--- src/rtl/adc_spi_master.sv ---
// SPI master for a 16-bit serial ADC: mode 0, MSB first, one frame per start request.
// Define AUTO_TRIGGER_EN to replace `start` with a free-running SAMPLE_PERIOD trigger.
module adc_spi_master #(
    parameter int CLK_DIV       = 4,
    parameter int SAMPLE_PERIOD = 25000
) (
    input  logic        clk,
    input  logic        reset,
    input  logic        start,
    input  logic [15:0] txData,
    output logic        sck,
    output logic        sdo,
    input  logic        sdi,
    output logic        cs,
    output logic        busy,
    output logic        done,
    output logic [15:0] rxData,
    output logic [9:0]  voltage,
    output logic        sample_valid,
    output logic        overrun
);

    localparam logic [2:0] IDLE  = 3'd0;
    localparam logic [2:0] SETUP = 3'd1;
    localparam logic [2:0] SHIFT = 3'd2;
    localparam logic [2:0] HOLD  = 3'd3;
    localparam logic [2:0] DONE  = 3'd4;

    localparam int             DW       = $clog2(CLK_DIV);
    localparam logic [DW-1:0]  DIV_LAST = DW'(CLK_DIV - 1);

    generate
        if (CLK_DIV < 2 || SAMPLE_PERIOD < 2) begin : g_bad_param
            $error("adc_spi_master: CLK_DIV and SAMPLE_PERIOD must be at least 2");
        end
    endgenerate

    logic [2:0]    state;
    logic [DW-1:0] div;
    logic [4:0]    half;
    logic [14:0]   tx_sr;
    logic [15:0]   rx_sr;
    logic          div_end;
    logic          go;

    assign div_end      = (div == DIV_LAST);
    assign sample_valid = done;

`ifdef AUTO_TRIGGER_EN
    localparam int            TW       = $clog2(SAMPLE_PERIOD);
    localparam logic [TW-1:0] TMR_LAST = TW'(SAMPLE_PERIOD - 1);

    logic [TW-1:0] timer;
    logic          trig;
    logic          pending;
    logic          overrun_r;

    assign trig    = (timer == TMR_LAST);
    assign go      = trig || pending;
    assign overrun = overrun_r;

    always_ff @(posedge clk) begin
        if (!reset) begin
            timer <= '0;
        end else begin
            timer <= trig ? '0 : timer + 1'b1;
        end
    end

    // In IDLE a pending request is served; a trigger landing in the same cycle stays pending.
    always_ff @(posedge clk) begin
        if (!reset) begin
            pending   <= 1'b0;
            overrun_r <= 1'b0;
        end else if (state == IDLE) begin
            pending <= pending && trig;
        end else if (trig) begin
            if (pending) begin
                overrun_r <= 1'b1;
            end
            pending <= 1'b1;
        end
    end
`else
    assign go      = start;
    assign overrun = 1'b0;
`endif

    always_ff @(posedge clk) begin
        if (!reset) begin
            state   <= IDLE;
            div     <= '0;
            half    <= '0;
            tx_sr   <= '0;
            rx_sr   <= '0;
            sck     <= 1'b0;
            sdo     <= 1'b0;
            cs      <= 1'b1;
            busy    <= 1'b0;
            done    <= 1'b0;
            rxData  <= '0;
            voltage <= '0;
        end else begin
            case (state)
                IDLE: begin
                    div  <= '0;
                    half <= '0;
                    if (go) begin
                        tx_sr <= txData[14:0];
                        sdo   <= txData[15];
                        cs    <= 1'b0;
                        busy  <= 1'b1;
                        state <= SETUP;
                    end
                end

                // Leaving SETUP is the first rising edge, so bit 15 is sampled CLK_DIV after cs falls.
                SETUP: begin
                    if (div_end) begin
                        div   <= '0;
                        sck   <= 1'b1;
                        rx_sr <= {rx_sr[14:0], sdi};
                        state <= SHIFT;
                    end else begin
                        div <= div + 1'b1;
                    end
                end

                // Half-period k has sck high for even k; the 16th fall ends half 30, half 31 is low.
                SHIFT: begin
                    if (div_end) begin
                        div <= '0;
                        if (half == 5'd31) begin
                            sck   <= 1'b0;
                            cs    <= 1'b1;
                            state <= HOLD;
                        end else begin
                            half <= half + 1'b1;
                            if (sck) begin
                                sck   <= 1'b0;
                                sdo   <= tx_sr[14];
                                tx_sr <= {tx_sr[13:0], 1'b0};
                            end else begin
                                sck   <= 1'b1;
                                rx_sr <= {rx_sr[14:0], sdi};
                            end
                        end
                    end else begin
                        div <= div + 1'b1;
                    end
                end

                HOLD: begin
                    if (div_end) begin
                        div     <= '0;
                        done    <= 1'b1;
                        busy    <= 1'b0;
                        rxData  <= rx_sr;
                        voltage <= rx_sr[9:0];
                        state   <= DONE;
                    end else begin
                        div <= div + 1'b1;
                    end
                end

                DONE: begin
                    done  <= 1'b0;
                    state <= IDLE;
                end

                default: begin
                    state <= IDLE;
                end
            endcase
        end
    end

endmodule

--- config.mk ---
export PLATFORM = sky130hd
export DESIGN_NAME = adc_spi_master
export DESIGN_NICKNAME = d
export VERILOG_FILES = /design/src/rtl/adc_spi_master.sv
export SDC_FILE = /design/constraint.sdc
export NUM_CORES = 1
export LEC_CHECK = 0
export CORE_UTILIZATION = 40
export CTS_BUF_LIST = sky130_fd_sc_hd__clkbuf_8
export CTS_CLUSTER_DIAMETER = 30
export CTS_CLUSTER_SIZE = 16
export DETAILED_ROUTE_END_ITERATION = 10
export PLACE_DENSITY = 0.66
export SLEW_MARGIN = 30
export SYNTH_ARGS = -nofsm -noshare
export SYNTH_HDL_FRONTEND = slang
export SYNTH_SLANG_ARGS = --single-unit
--- constraint.sdc ---
create_clock -name clk -period 2 [get_ports clk]
set_input_delay 0.3 -clock clk [delete_from_list [all_inputs] [get_ports clk]]
set_output_delay 0.3 -clock clk [all_outputs]
set_load 0.1 [all_outputs]
==> results.py <==
metrics = {
    "logic_synthesis": {
        "synth_fp_nets": 332,
        "synth_warnings": 0,
        "synth.avg_cell_area_um2": 8.52,
        "ys_seq_elements": 62,
        "yosysSeqAreaShare_pct": 47.2,
        "yosys.area.top_type_share_pct": 47.2,
        "synth_area_um2": 2630,
        "synthCells": 309,
        "synthDistinctLibCells": 40,
        "yosysTopAreaCell": "dfxtp_1",
        "yosys-top-cells-area": "dfxtp_1, a21oi_1, nand2_1, mux2i_1, o21ai_0",
    },
    "timing": {
        "hold_violations": 0,
        "setup_violations": 0,
        "maxSlewHeadroom_pct": 65.6,
        "fin_crit_ns": 1.86,
        "maxSlewViolCount": 0,
        "worst_clock_skew_ns": 0.00655,
        "max_slew.worst_pin.slew_ns": 0.515,
        "clock.fmax_mhz": 538,
        "fin_setup_tns_ns": 0,
        "finalCritPeriodShare_pct": 93.0,
        "rsz0062_at_grt": "true",
        "timing.hold.ws_ns": 0.457,
    },
    "global_route": {
        "grt_util_met2_pct": 23.9,
        "grt_use_met1_pct": 20.8,
        "gr-usage-met3_pct": 3.48,
        "grt-ovfl-total": 0,
        "antenna_found_initial": 0,
        "grt_util_all_layers_pct": 15.8,
        "grt_pass1_wl_um": 8780,
        "grt_pass1_vias": 1909,
        "grt-busiest-layer": "met2",
        "grt_max_degree": 32,
    },
    "floorplan": {
        "die_h_um": 83.1,
        "start_util_pct": 41.4,
        "core_um2": 6350,
        "dieArea_um2": 6910,
        "die_w_um": 83.1,
        "io_pins": 53,
        "rows": 29,
    },
    "critical_path": {
        "timing.rr.end": "rx_sr[5]",
        "r2r-start": "half[0]",
        "critPathMostFrequentCell": "ha_1",
        "cp.arrival_ns": 2.12,
        "r2r_cells": 7,
        "reg2reg_slack_ns": 0.14,
        "slowest_stage": "dfxtp_1",
        "required_ns": 2.26,
        "crit_chain": "ha_1 > and3_1 > ha_1 > nor4b_4 > o21a_4 > nand2_1 > a21oi_1",
        "cp-start-kind": "register",
        "crit_fanout": 16,
        "endpoint_kind": "register",
        "slowest_delay_ns": 0.33,
        "crit_type": "reg -> reg",
    },
    "worst_hold_path": {
        "min_from": "tx_sr[0]",
        "hold_class": "reg -> reg",
        "hold_depth": 2,
        "hold_end": "tx_sr[0]",
    },
    "run_status": {
        "outcome": "complete, no violations",
    },
    "detailed_routing": {
        "vias_per_cell": 4.93,
        "vias": 2116,
        "wire_per_inst_um": 12.0,
        "final_antenna_net_count": 0,
        "routed_wl_um": 5160,
        "drt_first_pass_iters": 4,
        "drc": 0,
        "drt_iter0_drc": 119,
    },
    "clock_tree": {
        "h-tree-depth": 3,
        "insertion_delay_ns": 0.33,
        "clock-sinks": 62,
        "clk_pin_slew_ns": 0.07,
        "post_cts.repair.setup_buffers": 0,
        "cts_hold_buffers": 0,
        "root_buffer": "clkbuf_8",
        "ctsResizeCount": 0,
        "cts_tree": "done",
        "cts_buffer_depth": 2,
        "cts_buffers": 9,
    },
    "final_layout": {
        "drive_above_1_share_pct": 18.2,
        "fin_area_um2": 3230,
        "num_antenna_cells": 0,
        "syn2layout_area_growth_pct": 22.6,
        "finish.utilization_pct": 50.8,
        "nNetsFinal": 370,
    },
    "placement": {
        "gp_congestion": 0.719,
        "io_buffers": 51,
        "placed_cell_area_um2": 3010,
        "hpwl_um": 3400,
    },
    "power": {
        "ir_drop_v": 0.000445,
        "power_density_nw_per_um2": 825,
        "power.total_mw": 2.66,
        "power_leakage_nw": 1.20,
    },
    "job": {
        "cap_violations": 0,
    },
}
-- where the power goes --
part,total [mW],switching (mW),internal [mW]
combinational,0.192,0.113,0.0788
sequential,1.29,0.0223,1.27
clock,1.18,0.457,0.722
-- Yosys cell counts --
cell type	count
nor2b_1	1
xnor2_1	1
nor2_1	9
nand2b_1	2
dfxtp_1	62
buf_4	13
clkinv_1	1
buf_6	4
inv_1	2
nor2b_4	1
nor4b_4	1
inv_2	1
a21boi_2	1
o21a_4	1
a31oi_1	1
o32ai_1	1
and3_1	2
conb_1	1
nor3b_1	1
o21ai_0	21
nor4_1	1
and2b_2	1
nand3_2	1
buf_2	6
ha_1	3
o21ai_1	2
nand2_1	73
o2111a_1	1
nor3_1	3
nand3_1	6
nor3_2	1
o21a_1	1
mux2i_1	16
buf_8	1
or4_1	1
a21oi_1	55
mux2_2	1
o21ai_2	1
nand4b_1	1
clkbuf_1	7
-- sequential cells by signal, indices dropped and copies added, names as in the netlist --
name	cells
rxData	16
rx_sr	16
tx_sr	15
half	5
state	3
div	2
busy	1
cs	1
done	1
sck	1
sdo	1
-- how the worst max path moves through the flow --
stage | from | end | slack (ns)
2_1_floorplan | sck | rx_sr[10] | 0.13
3_3_place_gp | half[0] | rx_sr[5] | 0.19
3_5_place_dp | half[0] | rx_sr[5] | 0.15
4_1_cts | half[0] | rx_sr[5] | 0.14
5_1_grt | half[0] | half[3] | -0.003
6_report | half[0] | rx_sr[5] | 0.14
-- worst max-delay path: cells and delay by family (launching register included) --
| kind | cells | cell delay (ns) |
|---|---|---|
| flops | 1 | 0.33 |
| fa+ha+maj | 2 | 0.45 |
| compound gates | 2 | 0.43 |
| simple gates | 3 | 0.59 |
-- logic make-up (layout without fill, tap and decap cells) --
family	count (synthesis)	count (layout)	synth area share [%]
simple gates	105	105	18.3
buf+inv	35	78	8.70
compound gates	85	85	17.5
xor+xnor	1	1	0.333
fa+ha+maj	3	3	1.43
mux	17	17	6.51
other cells	1	1	0.143
flops	62	62	47.2
-- cells in the final DEF (no fill, tap or decap), types with 2 or more instances in the layout --
master | Yosys | final
inv_1 | 2 | 4
nor2_1 | 9 | 9
buf_4 | 13 | 38
nand2_1 | 73 | 73
ha_1 | 3 | 3
mux2i_1 | 16 | 16
clkdlybuf4s50_1 | 0 | 19
clkbuf_8 | 0 | 10
nand2b_1 | 2 | 2
o21ai_0 | 21 | 21
clkinv_2 | 0 | 2
bufinv_16 | 0 | 2
nor3_1 | 3 | 3
o21ai_1 | 2 | 2
a21oi_1 | 55 | 55
nand3_1 | 6 | 6
dfxtp_1 | 62 | 62
-- area by class of cell --
type / instances / area (um^2)
Clock buffer: 10 / 138
Clock inverter: 6 / 77.6
Fill cell: 600 / 3120
Inverter: 4 / 15.0
Multi-Input combinational cell: 212 / 1160
Sequential cell: 62 / 1240
Tap cell: 77 / 96.3
Timing Repair Buffer: 58 / 495
-- per-layer routing --
| layer | share of wire, % | up-vias |
|---|---|---|
| met3 | 3.8 | 7 |
| met5 | 0 | - |
| met1 | 49 | 959 |
| met4 | 1.3 | 0 |
| met2 | 45 | 40 |
| li1 | - | 1110 |
-- through the flow --
step                      instances  setup slack, ns
after detailed placement        413            0.148
after global placement          413            0.186
after CTS                       429            0.136
after floorplan                 309            0.132
after global routing            429         -0.00265
final                           429            0.141
Note: power is estimated with default switching activity, not from simulation.
